--- config.mk ---
export PLATFORM = sky130hd
export DESIGN_NAME = uart_event_scheduler
export DESIGN_NICKNAME = d
export VERILOG_FILES = /design/src/rtl/uart_event_scheduler.sv
export SDC_FILE = /design/constraint.sdc
export NUM_CORES = 1
export LEC_CHECK = 0
export ABC_CLOCK_PERIOD_IN_PS = 4750
export BUFFER_PORTS_ARGS = -buffer_cell sky130_fd_sc_hd__buf_2
export CAP_MARGIN = 20
export CORE_ASPECT_RATIO = 1.5
export CORE_MARGIN = 4
export CORE_UTILIZATION = 55
export DETAILED_ROUTE_END_ITERATION = 10
export PLACE_DENSITY = 0.8
export SYNTH_ARGS = -nofsm -noshare
export SYNTH_HDL_FRONTEND = slang
export SYNTH_SLANG_ARGS = --single-unit
--- constraint.sdc ---
create_clock -name i_clk -period 4.75 [get_ports i_clk]
set_input_delay 0.7125 -clock i_clk [delete_from_list [all_inputs] [get_ports i_clk]]
set_output_delay 0.7125 -clock i_clk [all_outputs]
set_load 0.05 [all_outputs]
--- src/rtl/uart_event_scheduler.sv ---
`timescale 1ns/1ps
`default_nettype none
// ============================================================================
// Module      : uart_event_scheduler
// Description : Round-robin arbiter that frames events from three requesters
//               as HDR/CODE[/CKSUM] byte sequences for a UART transmitter.
//               The CKSUM byte is built only with UART_SCHED_CKSUM_EN defined.
// Revision    : 1.0 - initial release
// ============================================================================
module uart_event_scheduler #(
    parameter logic [7:0] HDR_BYTE = 8'hA5
) (
    input  logic       i_clk,
    input  logic       i_rst,
    input  logic [2:0] i_evt_req,
    input  logic [7:0] i_evt_code0,
    input  logic [7:0] i_evt_code1,
    input  logic [7:0] i_evt_code2,
    output logic       o_tx_valid,
    output logic [7:0] o_tx_data,
    input  logic       i_tx_ready,
    output logic [2:0] o_grant,
    output logic [2:0] o_pending,
    output logic       o_busy,
    output logic [7:0] o_drop_cnt
);

    typedef enum logic [1:0] {
        S_IDLE  = 2'd0,
        S_HDR   = 2'd1,
        S_CODE  = 2'd2,
        S_CKSUM = 2'd3
    } state_t;

    state_t     r_state;
    logic [7:0] r_code [3];
    logic [7:0] w_evt_code [3];
    logic [2:0] r_pending;
    logic [2:0] r_grant;
    logic [1:0] r_last;
    logic [7:0] r_frame;
    logic [7:0] r_tx_data;
    logic       r_tx_valid;
    logic [7:0] r_drop_cnt;

    logic [1:0] w_sel;
    logic       w_fire;
    logic [2:0] w_clr;
    logic [2:0] w_drop_vec;
    logic [1:0] w_drop_num;
    logic [8:0] w_drop_sum;
    logic       w_accept;

    assign w_evt_code[0] = i_evt_code0;
    assign w_evt_code[1] = i_evt_code1;
    assign w_evt_code[2] = i_evt_code2;

    // Search order starts at the requester after the last one granted
    always_comb begin
        w_sel = 2'd0;
        case (r_last)
            2'd0: begin
                if (r_pending[1])      w_sel = 2'd1;
                else if (r_pending[2]) w_sel = 2'd2;
                else                   w_sel = 2'd0;
            end
            2'd1: begin
                if (r_pending[2])      w_sel = 2'd2;
                else if (r_pending[0]) w_sel = 2'd0;
                else                   w_sel = 2'd1;
            end
            default: begin
                if (r_pending[0])      w_sel = 2'd0;
                else if (r_pending[1]) w_sel = 2'd1;
                else                   w_sel = 2'd2;
            end
        endcase
    end

    assign w_fire   = (r_state == S_IDLE) && (|r_pending);
    assign w_clr    = w_fire ? (3'b001 << w_sel) : 3'b000;
    assign w_accept = r_tx_valid & i_tx_ready;

    // A pulse onto the requester being granted this edge is a fresh event, not a drop
    assign w_drop_vec = i_evt_req & r_pending & ~w_clr;
    assign w_drop_num = {1'b0, w_drop_vec[0]} + {1'b0, w_drop_vec[1]} + {1'b0, w_drop_vec[2]};
    assign w_drop_sum = {1'b0, r_drop_cnt} + {7'd0, w_drop_num};

    always_ff @(posedge i_clk) begin
        if (i_rst) begin
            r_pending  <= 3'b000;
            r_drop_cnt <= 8'd0;
            for (int k = 0; k < 3; k++) begin
                r_code[k] <= 8'd0;
            end
        end else begin
            for (int k = 0; k < 3; k++) begin
                if (i_evt_req[k]) begin
                    r_pending[k] <= 1'b1;
                    r_code[k]    <= w_evt_code[k];
                end else if (w_clr[k]) begin
                    r_pending[k] <= 1'b0;
                end
            end
            r_drop_cnt <= w_drop_sum[8] ? 8'hFF : w_drop_sum[7:0];
        end
    end

    always_ff @(posedge i_clk) begin
        if (i_rst) begin
            r_state    <= S_IDLE;
            r_tx_valid <= 1'b0;
            r_tx_data  <= 8'd0;
            r_grant    <= 3'b000;
            r_frame    <= 8'd0;
            r_last     <= 2'd2;
        end else begin
            case (r_state)
                S_IDLE: begin
                    if (w_fire) begin
                        r_frame    <= r_code[w_sel];
                        r_grant    <= w_clr;
                        r_last     <= w_sel;
                        r_tx_valid <= 1'b1;
                        r_tx_data  <= HDR_BYTE;
                        r_state    <= S_HDR;
                    end
                end
                S_HDR: begin
                    if (w_accept) begin
                        r_tx_data <= r_frame;
                        r_state   <= S_CODE;
                    end
                end
                S_CODE: begin
                    if (w_accept) begin
`ifdef UART_SCHED_CKSUM_EN
                        r_tx_data <= HDR_BYTE ^ r_frame;
                        r_state   <= S_CKSUM;
`else
                        r_tx_valid <= 1'b0;
                        r_tx_data  <= 8'd0;
                        r_grant    <= 3'b000;
                        r_state    <= S_IDLE;
`endif
                    end
                end
                S_CKSUM: begin
`ifdef UART_SCHED_CKSUM_EN
                    if (w_accept) begin
                        r_tx_valid <= 1'b0;
                        r_tx_data  <= 8'd0;
                        r_grant    <= 3'b000;
                        r_state    <= S_IDLE;
                    end
`else
                    // Unreachable without the checksum byte; recover to idle
                    r_tx_valid <= 1'b0;
                    r_tx_data  <= 8'd0;
                    r_grant    <= 3'b000;
                    r_state    <= S_IDLE;
`endif
                end
                default: r_state <= S_IDLE;
            endcase
        end
    end

    assign o_tx_valid = r_tx_valid;
    assign o_tx_data  = r_tx_data;
    assign o_grant    = r_grant;
    assign o_pending  = r_pending;
    assign o_busy     = (r_state != S_IDLE);
    assign o_drop_cnt = r_drop_cnt;

endmodule
`default_nettype wire

---- Yosys cells after proc, flatten, opt, wreduce, memory -nomap -nowiden ----
Memories as Yosys holds them, arrays and structs flattened. A register that Yosys moved wholly into a read port is not among the register bits.
Cells that the tools add are included.
operators by class
  add/subtract/negate cells ............... 3
  eq/ne operators ......................... 7
  shift operators ......................... 1
  mux-type cells .......................... 43
  bitwise gates (word level) .............. 7
  reductions and logical operators ........ 12
operators with widths
  operator             count
  $mux 8               7
  $pmux 8 s4           1
  $mux 1               20
  $mux 2               8
  $add 8x2->9          1
  $mux 3               3
  $pmux 3 s3           1
  $pmux 2 s4           1
  $reduce_bool 2->1    4
  $and 3x3->3          2
  $ne 2x2->1 const B   3
  $reduce_and 3->1     2
  $eq 2x1->1 const B   2
  $eq 2x2->1 const B   2
  $logic_not 2->1      2
  $pmux 2 s2           1
  $not 3->3            1
  $or 1x1->1           3
  $pmux 1 s3           1
  $reduce_bool 3->1    1
  $reduce_or 3->1      1
  $shl 1x2->3 const A  1
  $add 1x1->2          1
  $add 2x1->2          1
  3 further kinds      3
word-level totals
  register bits ........................... 27
  RAM bits ................................ 24
  input port bits ......................... 30
  output and inout port bits .............. 24
  word-level logic and storage cells ...... 83
  memories kept ........................... 1
memories
  memory  depth  bits a word  rd ports  clocked after memory_dff  wr ports  RTL line  source
  r_code  3      8            1         1                         3         36        logic [7:0] r_code [3];

---- Logic depth before layout (Yosys ltp) ----
Gate-level depths: netlist (run 1).
  depth after elaboration ................. 11
  mapped depth ............................ 12
  gate-level depth less buffers ........... 11

---- Worst setup path before layout (run 1) ----
Ideal clock, no wire load.
  kind .................................... reg-to-reg
  start ................................... reg r_pending[0], in the netlist o_pending[0]
  end ..................................... reg r_drop_cnt[1], in the netlist o_drop_cnt[1]
  setup time .............................. 0.132 ns
  arrival time ............................ 3.152 ns
  setup slack ............................. 1.466 ns
  cell stages (with the launch flop) ...... 13
  clock period less this slack ............ 3.284 ns
  cell sequence ........................... dfxtp_1 -> buf_2 -> nor2_1 -> a22oi_1 -> o21ai_0 -> or2_2 -> fa_1 -> inv_1 -> ha_1 -> fa_1 -> and3_1 -> nand3_1 -> a21oi_1
between the ends
  longest elaborated chain between the ends .. 11
ends and longest elaborated chain
  item                              RTL line  source
  start: declaration                38        logic [2:0] r_pending;
  start signal: assignment          91        r_pending <= 3'b000;
  start signal: indexed assignment  99        r_pending[k] <= 1'b1;
  start signal: indexed assignment  102       r_pending[k] <= 1'b0;
  $mux 1                            69        else if (r_pending[0]) w_sel = 2'd0;
  $mux 2                            68        if (r_pending[2]) w_sel = 2'd2;
  $pmux 2 s2                        61        case (r_last)
  $shl 1x2->3                       81        assign w_clr = w_fire ? (3'b001 << w_sel) : 3'b000;
  $mux 3                            81
  $not 3->3                         85        assign w_drop_vec = i_evt_req & r_pending & ~w_clr;
  $and 3x3->3 *                     85
  $add 1x1->2                       86        assign w_drop_num = {1'b0, w_drop_vec[0]} + {1'b0, w_drop_vec[1]} + {1'b0, w_drop_vec[2]};
  $add 2x1->2 *                     86
  $add 8x2->9 *                     87        assign w_drop_sum = {1'b0, r_drop_cnt} + {7'd0, w_drop_num};
  $mux 8 *                          105       r_drop_cnt <= w_drop_sum[8] ? 8'hFF : w_drop_sum[7:0];
  end signal: assignment            105
  end: declaration                  44        logic [7:0] r_drop_cnt;
Mark *: on every way between the ends. The rest lies on a longest branch, timed or not.
A chain may end at the register's enable or synchronous reset.

---- Final worst setup path (run 1) ----
  start ................................... reg r_pending[0], in the netlist o_pending[0]
  end ..................................... reg r_drop_cnt[0], in the netlist o_drop_cnt[0]
The elaborated chain is that of the path after synthesis.

==> summary.md, run 1 <==
| Metric | Value |
|---|---|
| Status | complete, no violations |
| Unrepaired setup endpoints after global routing | false |
| Ant. Diodes | 0 |
| Met3 global-route usage | 0.0570 |
| Maximum clock rate | 313 MHz |
| Slew @ Worst Pin | 0.953 ns |
| CP most frequent cell | fa_1 |
| Top delay family on crit path | adder cells |
| Mapped cell area | between 2000 and 3000 um2 |
| CP cell instances | nor2_1 > a22oi_1 > o21ai_0 > or2_2 > fa_1 > inv_1 > ha_1 > fa_1 > and3_1 > nand3_1 > a21oi_1 |
| Sequential-to-total area share from yosys stat | 0.542 |
| H-tree Lvls | 3 |
| Nets@finish | 334 |
| # Post-CTS Setup Buffers | 0 |
| Share of layout cells above drive strength 1 | 0.266 |
| P&R area growth vs syn | 18.7% |
| Crit-path max FO | 11 |
| Io pins | 54 |
| Leakage Power | 0.00134 uW |
| Initial Util | 0.572 |
| Synth Warn # | 0 |
| Fin crit period | about 3.2 ns |
| Logic depth of the worst path, buffers included | 11 |
| Synth area leaders | edfxtp_1, dfxtp_1, and2_1 |
| Slowest Stage Delay on Critical Path | 0.52 ns |
| Global route hottest layer | met2 |
| RR Startpoint | o_pending[0]$_SDFFE_PP0P_ |
| Worst-case clock buffer depth | 2 |
| All-layer global routing usage | 0.199 |
| Met2 usage | 0.336 |
| Mean Syn Cell Area | 10.5 um2 |
| Initial antenna violation count | 0 |
| Detailed Routing Iterations Pass 1 | 4 |
| CTS tree | built |
| DRT antenna net count | 0 |
| # resized after CTS | 0 |
| Clock skew | 0.00534 ns |
| HPWL Detailed | 3920 um |
| Overall power | 1300 uW |
| Yosys top cell by area | edfxtp_1 |
| Clock net sink count | 59 |
| DRC viols | 0 |
| Post-synth top area share | 0.275 |
| RR Endpoint | o_drop_cnt[0]$_SDFF_PP0_ |
| R2r worst-path depth | 11 |
| Worst hold endpoint | o_grant[0]$_SDFFE_PP0P_ |
| Placer Congestion | 0.800 |
| First-pass GRT wire length | approximately 8900 um |
| Slowest cell on crit path | dfxtp_1 |
| Min-delay src | o_grant[0]$_SDFFE_PP0P_ |
| Max Cap Violations | 0 |
| Rel. slew slack | 0.362 |
| Final wirelength | 5220 um |
| Avg WL per Cell | 14.1 um |
| DR vias | 1,982 |
| Grt met1 use | 0.214 |
| Die area | 5960 um2 |
| Clock transition at path regs | 0.07 ns |
| Clk_lat worst skew | approximately 0.33 ns |
| CP Class | reg2reg |
| Die span in x | 64.4 um |
| Worst Hold Depth | 1 |
| Clock root cell | clkbuf_8 |
| Yosys cell types | 46 |
| Port bufs | 53 |
| Synthesized instance count | ~250 |
| Crit path buffers/inverters | 1 |
| 1st-iter DRT viols | 109 |
| Post-route clock period utilization | 0.672 |
| GR Overflow Total | 0 |
| CP required | 4.94 ns |
| Drt via density | 5.37 |
| Chip height | slightly above 90 um |
| Number of global-route vias before repair | 1,899 |
| Fin. Hold Viols | 0 |
| Maximum number of pins on one net before global-route repair | 37 |
| Final setup fails | 0 |
| Crit path capture type | flop |
| Critical Path AT | 3.39 ns |
| Reg2reg setup slack | 1.56 ns |
| Worst setup SP type | flop |
| Worst Hold Class | reg2reg |
| Max Slew Vio Count | 0 |
| Cell Rows | 30 |
| VDD IR max | between 0.2 and 0.25 mV |
| Synth Register Bits | 59 |
| Core footprint | 4580 um2 |
| CTS Buf Count | 9 |
| Syn Nets | ~280 |
| Hold Buf Count CTS | 0 |
| Sum Neg Setup Slack | 0 ns |
| PwrDens | 418 nW/um2 |
-- worst max-delay path by stage --
stage	start	to	slack, ns
after global routing	o_pending[0]$_SDFFE_PP0P_	o_drop_cnt[0]$_SDFF_PP0_	1.31
after floorplan	o_pending[0]$_SDFFE_PP0P_	o_drop_cnt[1]$_SDFF_PP0_	1.47
final	o_pending[0]$_SDFFE_PP0P_	o_drop_cnt[0]$_SDFF_PP0_	1.56
after detailed placement	o_pending[0]$_SDFFE_PP0P_	o_drop_cnt[0]$_SDFF_PP0_	1.59
after CTS	o_pending[0]$_SDFFE_PP0P_	o_drop_cnt[0]$_SDFF_PP0_	1.56
after global placement	o_pending[0]$_SDFFE_PP0P_	o_drop_cnt[0]$_SDFF_PP0_	1.71
-- power breakdown --
part,internal [uW],switching (uW)
clock network,273,200
logic,75.1,144
registers,577,32.3
-- through the flow --
step	cells	hold slack (ns)	cell area [um2]	utilization	setup WS, ns
floorplan	249	0.453	2620	-	1.47
global placement	353	0.439	2900	0.633	1.71
detailed placement	353	0.446	2900	0.633	1.59
CTS	369	0.461	3110	0.679	1.56
global route	369	0.488	3110	0.679	1.31
finish	369	0.458	3110	0.679	1.56
-- cell usage after synthesis (all sizes together) --
cell type / instances
a211o: 1
nand3: 7
a21o: 2
o211ai: 5
a21bo: 1
nor2b: 3
clkbuf: 6
o21bai: 1
inv: 21
edfxtp: 24
a32oi: 8
and2: 28
a22o: 4
nand3b: 1
nand4: 1
o22ai: 1
or4b: 1
fa: 2
mux2i: 5
a21oi: 19
a31oi: 1
nand2: 5
and3: 3
or3: 2
ha: 2
nor2: 16
nor3: 5
a222oi: 3
and2b: 1
or2: 7
a211oi: 1
a22oi: 5
buf: 7
xor2: 4
dfxtp: 35
o21ai: 5
o21ba: 1
nor4: 3
xnor2: 1
nand2b: 1
-- kinds of logic after synthesis --
logic type / count (synthesis) / share of synthesized area
adders and majority gates: 4 / 0.0248
xor gates and xnor gates: 5 / 0.0167
AOI/OAI and AO/OA: 58 / 0.156
DFF: 59 / 0.542
and+or+nand+nor: 84 / 0.185
buffers and inverters: 34 / 0.0563
muxes: 5 / 0.0191
-- routing by layer --
metal  vias to the layer above  wire length (um)
li1                        988                 -
met1                       913              1960
met2                        70              2810
met3                        11               314
met4                         0               141
met5                         -                 0
-- layout by cell type, fill, tap and decap left out, drive strengths merged, types with 2 or more instances in the layout --
master   n
a21o     2
a21oi   19
a222oi   3
a22o     4
a22oi    5
a32oi    8
and2    28
and3     3
buf     53
clkbuf  11
clkinv   2
dfxtp   35
edfxtp  24
fa       2
ha       2
inv     23
mux2i    5
nand2    5
nand3    7
nor2    16
nor2b    3
nor3     5
nor4     3
o211ai   5
o21ai    5
or2      7
or3      2
xor2     4
-- registers in the layout, indices dropped and copies added (netlist names) --
register / cells
o_drop_cnt: 8
o_grant: 3
o_pending: 3
o_tx_data: 8
o_tx_valid: 1
r_code: 24
r_frame: 8
r_last: 2
r_state: 2
-- final cells by class --
type                    instances  area (um2)
flip-flops and latches         59        1420
clock inverters                 5        58.8
repair buffers                 53         265
well taps                      64        80.1
fillers                       360        1470
multi-input cells             156        1050
inverters                      21        81.3
clock buffers                  11         151
Note: power is estimated with default switching activity, not from simulation.
==> run 2: changes to the inputs <==
==> config.mk (replaced) <==
export PLATFORM = sky130hd
export DESIGN_NAME = uart_event_scheduler
export DESIGN_NICKNAME = d
export VERILOG_FILES = /design/src/rtl/uart_event_scheduler.sv
export SDC_FILE = /design/constraint.sdc
export NUM_CORES = 1
export LEC_CHECK = 0
export ABC_CLOCK_PERIOD_IN_PS = 3250
export BUFFER_PORTS_ARGS = -buffer_cell sky130_fd_sc_hd__buf_2
export CAP_MARGIN = 20
export CORE_ASPECT_RATIO = 1.5
export CORE_MARGIN = 4
export CORE_UTILIZATION = 54
export DETAILED_ROUTE_END_ITERATION = 10
export PLACE_DENSITY = 0.79
export SYNTH_ARGS = -nofsm -noshare
export SYNTH_HDL_FRONTEND = slang
export SYNTH_SLANG_ARGS = --single-unit
==> constraint.sdc (replaced) <==
create_clock -name i_clk -period 3.25 [get_ports i_clk]
set_input_delay 0.4875 -clock i_clk [delete_from_list [all_inputs] [get_ports i_clk]]
set_output_delay 0.4875 -clock i_clk [all_outputs]
set_load 0.05 [all_outputs]
==> run 2 against run 1 <==
Against the previous run: maximum frequency rose by 5.0%; sequential cell count stayed put; cell count rose by 0.81%; routed wire length grew 1.6%; critical endpoint is now o_drop_cnt[5]$_SDFF_PP0_; highest routed layer unchanged.
==> summary.md, run 2 (synthesis results as in run 1) <==
| Metric | Value |
|---|---|
| Post-route clock period utilization | 0.936 (was 0.672) |
| CP Class | reg2reg (unchanged) |
| RR Startpoint | r_last[0]$_SDFFE_PP0P_ (was o_pending[0]$_SDFFE_PP0P_) |
| Final wirelength | 5310 um (was 5220 um) |
| Clock skew | 0.00389 ns (was 0.00534 ns) |
| CTS tree | built (unchanged) |
| Cell Rows | 30 (unchanged) |
| Clock root cell | clkbuf_8 (unchanged) |
| Sum Neg Setup Slack | 0 ns (unchanged) |
| Slew @ Worst Pin | 0.841 ns (was 0.953 ns) |
| Reg with most FFs | r_code (unchanged) |
| Setup slack at placement | 0.179 ns (was 1.59 ns) |
| Final Util | 0.679 (about the same) |
| Clock net sink count | 59 (unchanged) |
| All-layer global routing usage | 0.193 (was 0.199) |
| Maximum number of pins on one net before global-route repair | 37 (unchanged) |
| Unrepaired setup endpoints after global routing | false (unchanged) |
| CTS Buf Count | 9 (unchanged) |
| 1st-iter DRT viols | 98 (was 109) |
| Global route hottest layer | met2 (unchanged) |
| Met3 global-route usage | 0.0409 (was 0.0570) |
| Fin. Hold Viols | 0 (unchanged) |
| Fin crit period | 3.04 ns (was 3.19 ns) |
| Avg WL per Cell | 14.3 um (was 14.1 um) |
| Grt met1 use | 0.204 (was 0.214) |
| Max Cap Violations | 0 (unchanged) |
| Hold WS | 0.426 ns (was 0.458 ns) |
| Reg2reg setup slack | 0.21 ns (was 1.56 ns) |
| Leakage Power | 0.00136 uW (was 0.00134 uW) |
| Drt via density | 5.31 (was 5.37) |
| Most frequent cells in the layout | buf_2, dfxtp_1, and2_1, edfxtp_1, inv_1 (unchanged) |
| Worst hold endpoint | r_code[2][3]$_SDFFCE_PP0P_ (was o_grant[0]$_SDFFE_PP0P_) |
| HPWL Detailed | 4030 um (was 3920 um) |
| PwrDens | 597 nW/um2 (was 418 nW/um2) |
| First-pass GRT wire length | 8780 um (was 8910 um) |
| Number of global-route vias before repair | 1,988 (was 1,899) |
| P&R area growth vs syn | 19.5% (was 18.7%) |
| Min-delay src | i_evt_code2[3] (was o_grant[0]$_SDFFE_PP0P_) |
| Worst Hold Class | in2reg (was reg2reg) |
| Io pins | 54 (unchanged) |
| Clk_lat worst skew | 0.34 ns (was 0.33 ns) |
| Rel. slew slack | 0.435 (was 0.362) |
| Clock transition at path regs | 0.07 ns (about the same) |
| DR vias | 1,976 (was 1,982) |
| VDD IR max | 0.457 mV (was 0.249 mV) |
| Crit-path max FO | 6 (was 11) |
| DRC viols | 0 (unchanged) |
| Die span in x | 64.9 um (was 64.4 um) |
| Worst setup SP type | flop (unchanged) |
| Max Slew Vio Count | 0 (unchanged) |
| Placer Congestion | 0.797 (was 0.800) |
| Port bufs | 53 (unchanged) |
| Worst Hold Depth | 2 (was 1) |
| Met2 usage | 0.333 (was 0.336) |
| Nets@finish | 337 (was 334) |
| Share of layout cells above drive strength 1 | 0.282 (was 0.266) |
| Die area | 6060 um2 (was 5960 um2) |
| R2r worst-path depth | 11 (unchanged) |
| Initial antenna violation count | 0 (unchanged) |
| Maximum clock rate | 329 MHz (was 313 MHz) |
| Worst-case clock buffer depth | 2 (unchanged) |
| GR Overflow Total | 0 (unchanged) |
| DRT antenna net count | 0 (unchanged) |
| Largest register FFs | 24 (unchanged) |
| Core footprint | 4620 um2 (was 4580 um2) |
| CP cell instances | nand2b_1 > a21oi_1 > o21ai_0 > or2_2 > fa_1 > inv_1 > ha_1 > fa_1 > and3_1 > nand3_1 > a21oi_1 (was nor2_1 > a22oi_1 > o21ai_0 > or2_2 > fa_1 > inv_1 > ha_1 > fa_1 > and3_1 > nand3_1 > a21oi_1) |
| Final setup margin | 0.209 ns (was 1.56 ns) |
| Slowest Stage Delay on Critical Path | 0.51 ns (was 0.52 ns) |
| Status | complete, no violations (unchanged) |
| RR Endpoint | o_drop_cnt[5]$_SDFF_PP0_ (was o_drop_cnt[0]$_SDFF_PP0_) |
| Final setup fails | 0 (unchanged) |
| Most common cell after layout, fill and taps aside | buf_2 (unchanged) |
| Hold Buf Count CTS | 0 (unchanged) |
| Initial Util | 0.568 (was 0.572) |
| Ant. Diodes | 0 (unchanged) |
| Slowest cell on crit path | fa_1 (was dfxtp_1) |
| Crit path capture type | flop (unchanged) |
| Detailed Routing Iterations Pass 1 | 4 (unchanged) |
| CP required | 3.44 ns (was 4.94 ns) |
| Critical Path AT | 3.23 ns (was 3.39 ns) |
| H-tree Lvls | 3 (unchanged) |
| Chip height | 93.3 um (was 92.6 um) |
-- run 2: changes by cell type in the layout (fill, tap and decap cells not counted) --
cell	previous run	this run
buf_4	0	3
dfxtp_1	35	32
dfxtp_2	0	3
clkbuf_16	0	2
clkbuf_8	11	9
clkinv_2	1	3
bufinv_16	1	0
clkinv_4	1	2
inv_4	2	1
inv_6	1	0
-- run 2: layout make-up --
class / count / area [um2]
fillers: 392 / 1480
flip-flops and latches: 59 / 1430
multi-input cells: 156 / 1050
repair buffers: 56 / 288
clock buffers: 11 / 174
inverters: 21 / 81.3
well taps: 64 / 80.1
clock inverters: 5 / 32.5
-- run 2: power by group --
part | switching, uW | leakage (uW) | internal (uW) | total (uW)
clock network | 286 | 0.000109 | 367 | 653
registers | 43.4 | 0.000542 | 844 | 887
logic | 216 | 0.000704 | 113 | 329
-- run 2: routing by layer --
| layer | up-vias | part of all wire |
|---|---|---|
| met5 | - | 0 |
| met4 | 0 | 0.018 |
| met1 | 923 | 0.39 |
| li1 | 996 | - |
| met3 | 10 | 0.051 |
| met2 | 47 | 0.54 |
-- run 2: worst max path at each step --
| stage | start | end | slack (ns) | cells past startpoint |
|---|---|---|---|---|
| floorplan | o_pending[1]$_SDFFE_PP0P_ | o_drop_cnt[1]$_SDFF_PP0_ | 0.06 | 11 |
| global placement | r_last[1]$_SDFFE_PP1P_ | o_drop_cnt[0]$_SDFF_PP0_ | 0.26 | 11 |
| detailed placement | r_last[1]$_SDFFE_PP1P_ | o_drop_cnt[5]$_SDFF_PP0_ | 0.18 | 11 |
| CTS | r_last[1]$_SDFFE_PP1P_ | o_drop_cnt[5]$_SDFF_PP0_ | 0.16 | 11 |
| global route | r_last[0]$_SDFFE_PP0P_ | o_drop_cnt[4]$_SDFF_PP0_ | 0.02 | 11 |
| finish | r_last[0]$_SDFFE_PP0P_ | o_drop_cnt[5]$_SDFF_PP0_ | 0.21 | 11 |
-- run 2: stage by stage --
step,total power (uW),instances,instance area [um2]
floorplan,1150,249,2620
global placement,1220,356,2920
detailed placement,1230,356,2920
CTS,1890,372,3130
global route,1960,372,3130
finish,1870,372,3130
-- run 2: critical path, delay by kind of cell (launching register included) --
family	cells	cell delay [ns]
buffers and inverters	1	0.04
AO/OA/AOI/OAI	3	0.40
adder cells (fa/ha/maj)	3	1.17
flip-flops	1	0.36
AND/OR/NAND/NOR	4	0.93
-- run 2: what timing repair did --
item | CTS | global route
setup buffers | 0 | 0
hold endpoints to repair | 0 | 0
endpoints found under the setup margin | 0 | 6
resized for setup | 0 | 2
==> run 3: changes to the inputs <==
==> config.mk (replaced) <==
export PLATFORM = sky130hd
export DESIGN_NAME = uart_event_scheduler
export DESIGN_NICKNAME = d
export VERILOG_FILES = /design/src/rtl/uart_event_scheduler.sv
export SDC_FILE = /design/constraint.sdc
export NUM_CORES = 1
export LEC_CHECK = 0
export ABC_AREA = 1
export ABC_CLOCK_PERIOD_IN_PS = 2500
export BUFFER_PORTS_ARGS = -buffer_cell sky130_fd_sc_hd__buf_2
export CAP_MARGIN = 20
export CORE_ASPECT_RATIO = 1.5
export CORE_MARGIN = 4
export CORE_UTILIZATION = 49
export DETAILED_ROUTE_END_ITERATION = 10
export PLACE_DENSITY = 0.75
export SKIP_LAST_GASP = 1
export SYNTH_ARGS = -nofsm -noshare
export SYNTH_HDL_FRONTEND = slang
export SYNTH_SLANG_ARGS = --single-unit
==> constraint.sdc (replaced) <==
create_clock -name i_clk -period 2.5 [get_ports i_clk]
set_input_delay 0.375 -clock i_clk [delete_from_list [all_inputs] [get_ports i_clk]]
set_output_delay 0.375 -clock i_clk [all_outputs]
set_load 0.05 [all_outputs]
==> run 3 against run 2 <==
Against the previous run: the run now ends with negative setup slack left; synthesized cell count is 32% higher; clock power is 23% higher; maximum frequency rose by 17%; setup slack worse by 0.32 ns; global-route usage decreased by 0.35 points; total power grew 39%; sequential share of layout area decreased by 4.4 points; die area increased by 12%; first-iteration DRC count shrank 33%; combinational power grew 93%; core utilization shrank 1.1 points; routed wire length is 10% higher; critical endpoint unchanged; highest routed layer unchanged.
==> summary.md, run 3 <==
| Metric | Value |
|---|---|
| Clock skew | 0.00800 ns (was 0.00389 ns) |
| Syn Nets | 363 (was 283) |
| Reg with most FFs | r_code (unchanged) |
| Maximum clock rate | 383 MHz (was 329 MHz) |
| Die area | 6770 um2 (was 6060 um2) |
| Max Cap Violations | 0 (unchanged) |
| Fin crit period | 2.61 ns (was 3.04 ns) |
| Clock transition at path regs | 0.07 ns (about the same) |
| First-pass GRT wire length | 9600 um (was 8780 um) |
| H-tree Lvls | 3 (unchanged) |
| Worst setup SP type | flop (unchanged) |
| DRT antenna net count | 0 (unchanged) |
| CP Class | reg2reg (unchanged) |
| Ys async rst share | 0 (unchanged) |
| Clock net sink count | 59 (unchanged) |
| Io pins | 54 (unchanged) |
| All-layer global routing usage | 0.190 (was 0.193) |
| Detailed Routing Iterations Pass 1 | 4 (unchanged) |
| Synth area leaders | edfxtp_1, dfxtp_1, nand2_1 (was edfxtp_1, dfxtp_1, and2_1) |
| VDD IR max | 0.475 mV (was 0.457 mV) |
| HPWL Detailed | 4220 um (was 4030 um) |
| RR Endpoint | o_drop_cnt[5]$_SDFF_PP0_ (unchanged) |
| Post-route clock period utilization | 1.04 (was 0.936) |
| Crit-path max FO | 6 (unchanged) |
| Mean Syn Cell Area | 8.19 um2 (was 10.5 um2) |
| Setup slack at placement | -0.181 ns (was 0.179 ns) |
| Crit path capture type | flop (unchanged) |
| Placer Congestion | 0.906 (was 0.797) |
| Share of layout cells above drive strength 1 | 0.325 (was 0.282) |
| Core footprint | 5250 um2 (was 4620 um2) |
| Post-synth top cells | nand2_1, inv_1, nor2_1, dfxtp_1, nand3_1 (was dfxtp_1, and2_1, edfxtp_1, inv_1, a21oi_1) |
| Synth Warn # | 0 (unchanged) |
| Failing checks | negative setup slack |
| Worst Hold Depth | 3 (was 2) |
| Worst-case clock buffer depth | 2 (unchanged) |
| Yosys top cell by area | edfxtp_1 (unchanged) |
| R2r worst-path depth | 19 (was 11) |
| Clock root cell | clkbuf_8 (unchanged) |
| Fillers | 461 (was 392) |
| Synth Register Bits | 59 (unchanged) |
| Unrepaired setup endpoints after global routing | true (was false) |
| Most common cell after layout, fill and taps aside | nand2_1 (was buf_2) |
| Final setup fails | 8 (was 0) |
| Leakage Power | 0.00172 uW (was 0.00136 uW) |
| Synthesized instance count | 329 (was 249) |
| Port bufs | 53 (unchanged) |
| 1st-iter DRT viols | 66 (was 98) |
| Min-delay src | i_evt_code1[3] (was i_evt_code2[3]) |
| Most frequent cell after synthesis | nand2_1 (was dfxtp_1) |
| P&R area growth vs syn | 30.1% (was 19.5%) |
| Initial antenna violation count | 0 (unchanged) |
| CP required | 2.74 ns (was 3.44 ns) |
| Yosys cell types | 29 (was 46) |
| DRC viols | 0 (unchanged) |
| Cell Rows | 32 (was 30) |
| Maximum number of pins on one net before global-route repair | 32 (was 37) |
| Chip height | 98.8 um (was 93.3 um) |
| Die span in x | 68.5 um (was 64.9 um) |
| Status | complete, but fails checks (was complete, no violations) |
| GR Overflow Total | 0 (unchanged) |
| Fin. Hold Viols | 0 (unchanged) |
| Rel. slew slack | 0.747 (was 0.435) |
| Nets@finish | 450 (was 337) |
| Sum Neg Setup Slack | -0.432 ns (was 0 ns) |
| Critical Path AT | 2.85 ns (was 3.23 ns) |
| Avg WL per Cell | 12.0 um (was 14.3 um) |
| PwrDens | 739 nW/um2 (was 597 nW/um2) |
| Max Slew Vio Count | 0 (unchanged) |
| Final setup margin | -0.110 ns (was 0.209 ns) |
| Slew @ Worst Pin | 0.379 ns (was 0.841 ns) |
| Initial Util | 0.514 (was 0.568) |
| Reg2reg setup slack | -0.11 ns (was 0.21 ns) |
| Fin cells | 489 (was 372) |
| Ant. Diodes | 0 (unchanged) |
| DR vias | 2,316 (was 1,976) |
| Clk_lat worst skew | 0.34 ns (about the same) |
| Placed Cells | 466 (was 356) |
| CTS Buf Count | 9 (unchanged) |
| Top FF cell, synth | dfxtp_1 (unchanged) |
| Post-synth EDFFs | 24 (unchanged) |
| Drt via density | 4.74 (was 5.31) |
| CTS tree | built (unchanged) |
| Final wirelength | 5850 um (was 5310 um) |
| RR Startpoint | r_last[0]$_SDFFE_PP0P_ (unchanged) |
| Post-synth top area share | 0.268 (was 0.275) |
| Mapped cell area | 2690 um2 (was 2620 um2) |
| Sequential-to-total area share from yosys stat | 0.528 (was 0.542) |
| Number of global-route vias before repair | 2,249 (was 1,988) |
| Most frequent cells in the layout | nand2_1, inv_1, buf_2, nor2_1, buf_4 (was buf_2, dfxtp_1, and2_1, edfxtp_1, inv_1) |
| Worst hold endpoint | r_code[1][3]$_SDFFCE_PP0P_ (was r_code[2][3]$_SDFFCE_PP0P_) |
| Largest register FFs | 24 (unchanged) |
| Worst Hold Class | in2reg (unchanged) |
run 3: logic make-up (layout without fill, tap and decap cells):
kind of cell,after synthesis,in the layout,synth area share
and+or+nand+nor,162,162,0.267
buffers and inverters,70,162,0.109
DFF,59,59,0.528
AOI/OAI and AO/OA,31,31,0.0627
adders and majority gates,4,4,0.0242
xor gates and xnor gates,3,3,0.00976
run 3: worst max-delay path by stage:
stage / from / endpoint / depth (start not counted) / slack [ns]
after CTS: o_pending[0]$_SDFFE_PP0P_ / o_drop_cnt[5]$_SDFF_PP0_ / 18 / -0.08
after global placement: r_last[1]$_SDFFE_PP1P_ / o_drop_cnt[5]$_SDFF_PP0_ / 18 / -0.1
after floorplan: o_pending[2]$_SDFFE_PP0P_ / o_drop_cnt[5]$_SDFF_PP0_ / 19 / -0.24
after global routing: o_pending[2]$_SDFFE_PP0P_ / o_drop_cnt[5]$_SDFF_PP0_ / 18 / -0.28
after detailed placement: r_last[1]$_SDFFE_PP1P_ / o_drop_cnt[5]$_SDFF_PP0_ / 18 / -0.18
final: r_last[0]$_SDFFE_PP0P_ / o_drop_cnt[5]$_SDFF_PP0_ / 19 / -0.11
run 3: final cells by class:
type / instances / area, um2 / share of cell area
Sequential cell: 59 / 1440 / 0.411
Multi-Input combinational cell: 200 / 1060 / 0.304
Timing Repair Buffer: 84 / 502 / 0.143
Inverter: 62 / 238 / 0.0679
Clock buffer: 12 / 135 / 0.0386
Tap cell: 68 / 85.1 / 0.0243
Clock inverter: 4 / 41.3 / 0.0118
run 3: routing by layer:
| layer | GRT usage | vias up | share of wire |
|---|---|---|---|
| met1 | 0.212 | 1036 | 0.41 |
| li1 | - | 1210 | - |
| met3 | 0.0502 | 19 | 0.046 |
| met2 | 0.307 | 51 | 0.50 |
| met5 | 0 | - | 0 |
| met4 | 0.123 | 0 | 0.044 |
run 3: power breakdown:
group / total (uW) / leakage, uW / switching [uW] / internal (uW)
Combinational: 636 / 0.00108 / 414 / 222
Clock: 803 / 0.0000871 / 351 / 451
Sequential: 1150 / 0.000545 / 48.9 / 1100
Total: 2590 / 0.00172 / 814 / 1780
run 3: critical path: stages, from the launching register on:
cell	delay (ns)
dfxtp_2	0.32
inv_2	0.06
nand2_1	0.05
nand2_1	0.07
nand2_2	0.09
buf_6	0.13
nand2_4	0.06
nand3_2	0.07
fa_1	0.50
inv_1	0.05
ha_2	0.19
fa_2	0.35
nand3_2	0.09
nor2_1	0.04
nand2_1	0.08
nor2_2	0.05
nand2_2	0.12
nand3_2	0.07
nand2_1	0.06
inv_1	0.04
run 3: per-stage QoR:
| stage | instance area [um2] | utilization | hold WS, ns | power [uW] |
|---|---|---|---|---|
| 2_1_floorplan | 2760 | - | 0.443 | 1600 |
| 3_3_place_gp | 3240 | 0.617 | 0.449 | 1770 |
| 3_5_place_dp | 3240 | 0.617 | 0.452 | 1780 |
| 4_1_cts | 3480 | 0.664 | 0.317 | 2600 |
| 5_1_grt | 3500 | 0.668 | 0.337 | 2710 |
| 6_report | 3500 | 0.668 | 0.323 | 2590 |
run 3: repair_timing:
action                     in CTS  in global routing
setup endpoints to repair       8                  8
pin swaps                       9                  2
resized for setup              12                  1
hold buffers                    0                  0
buffers inserted                5                  2
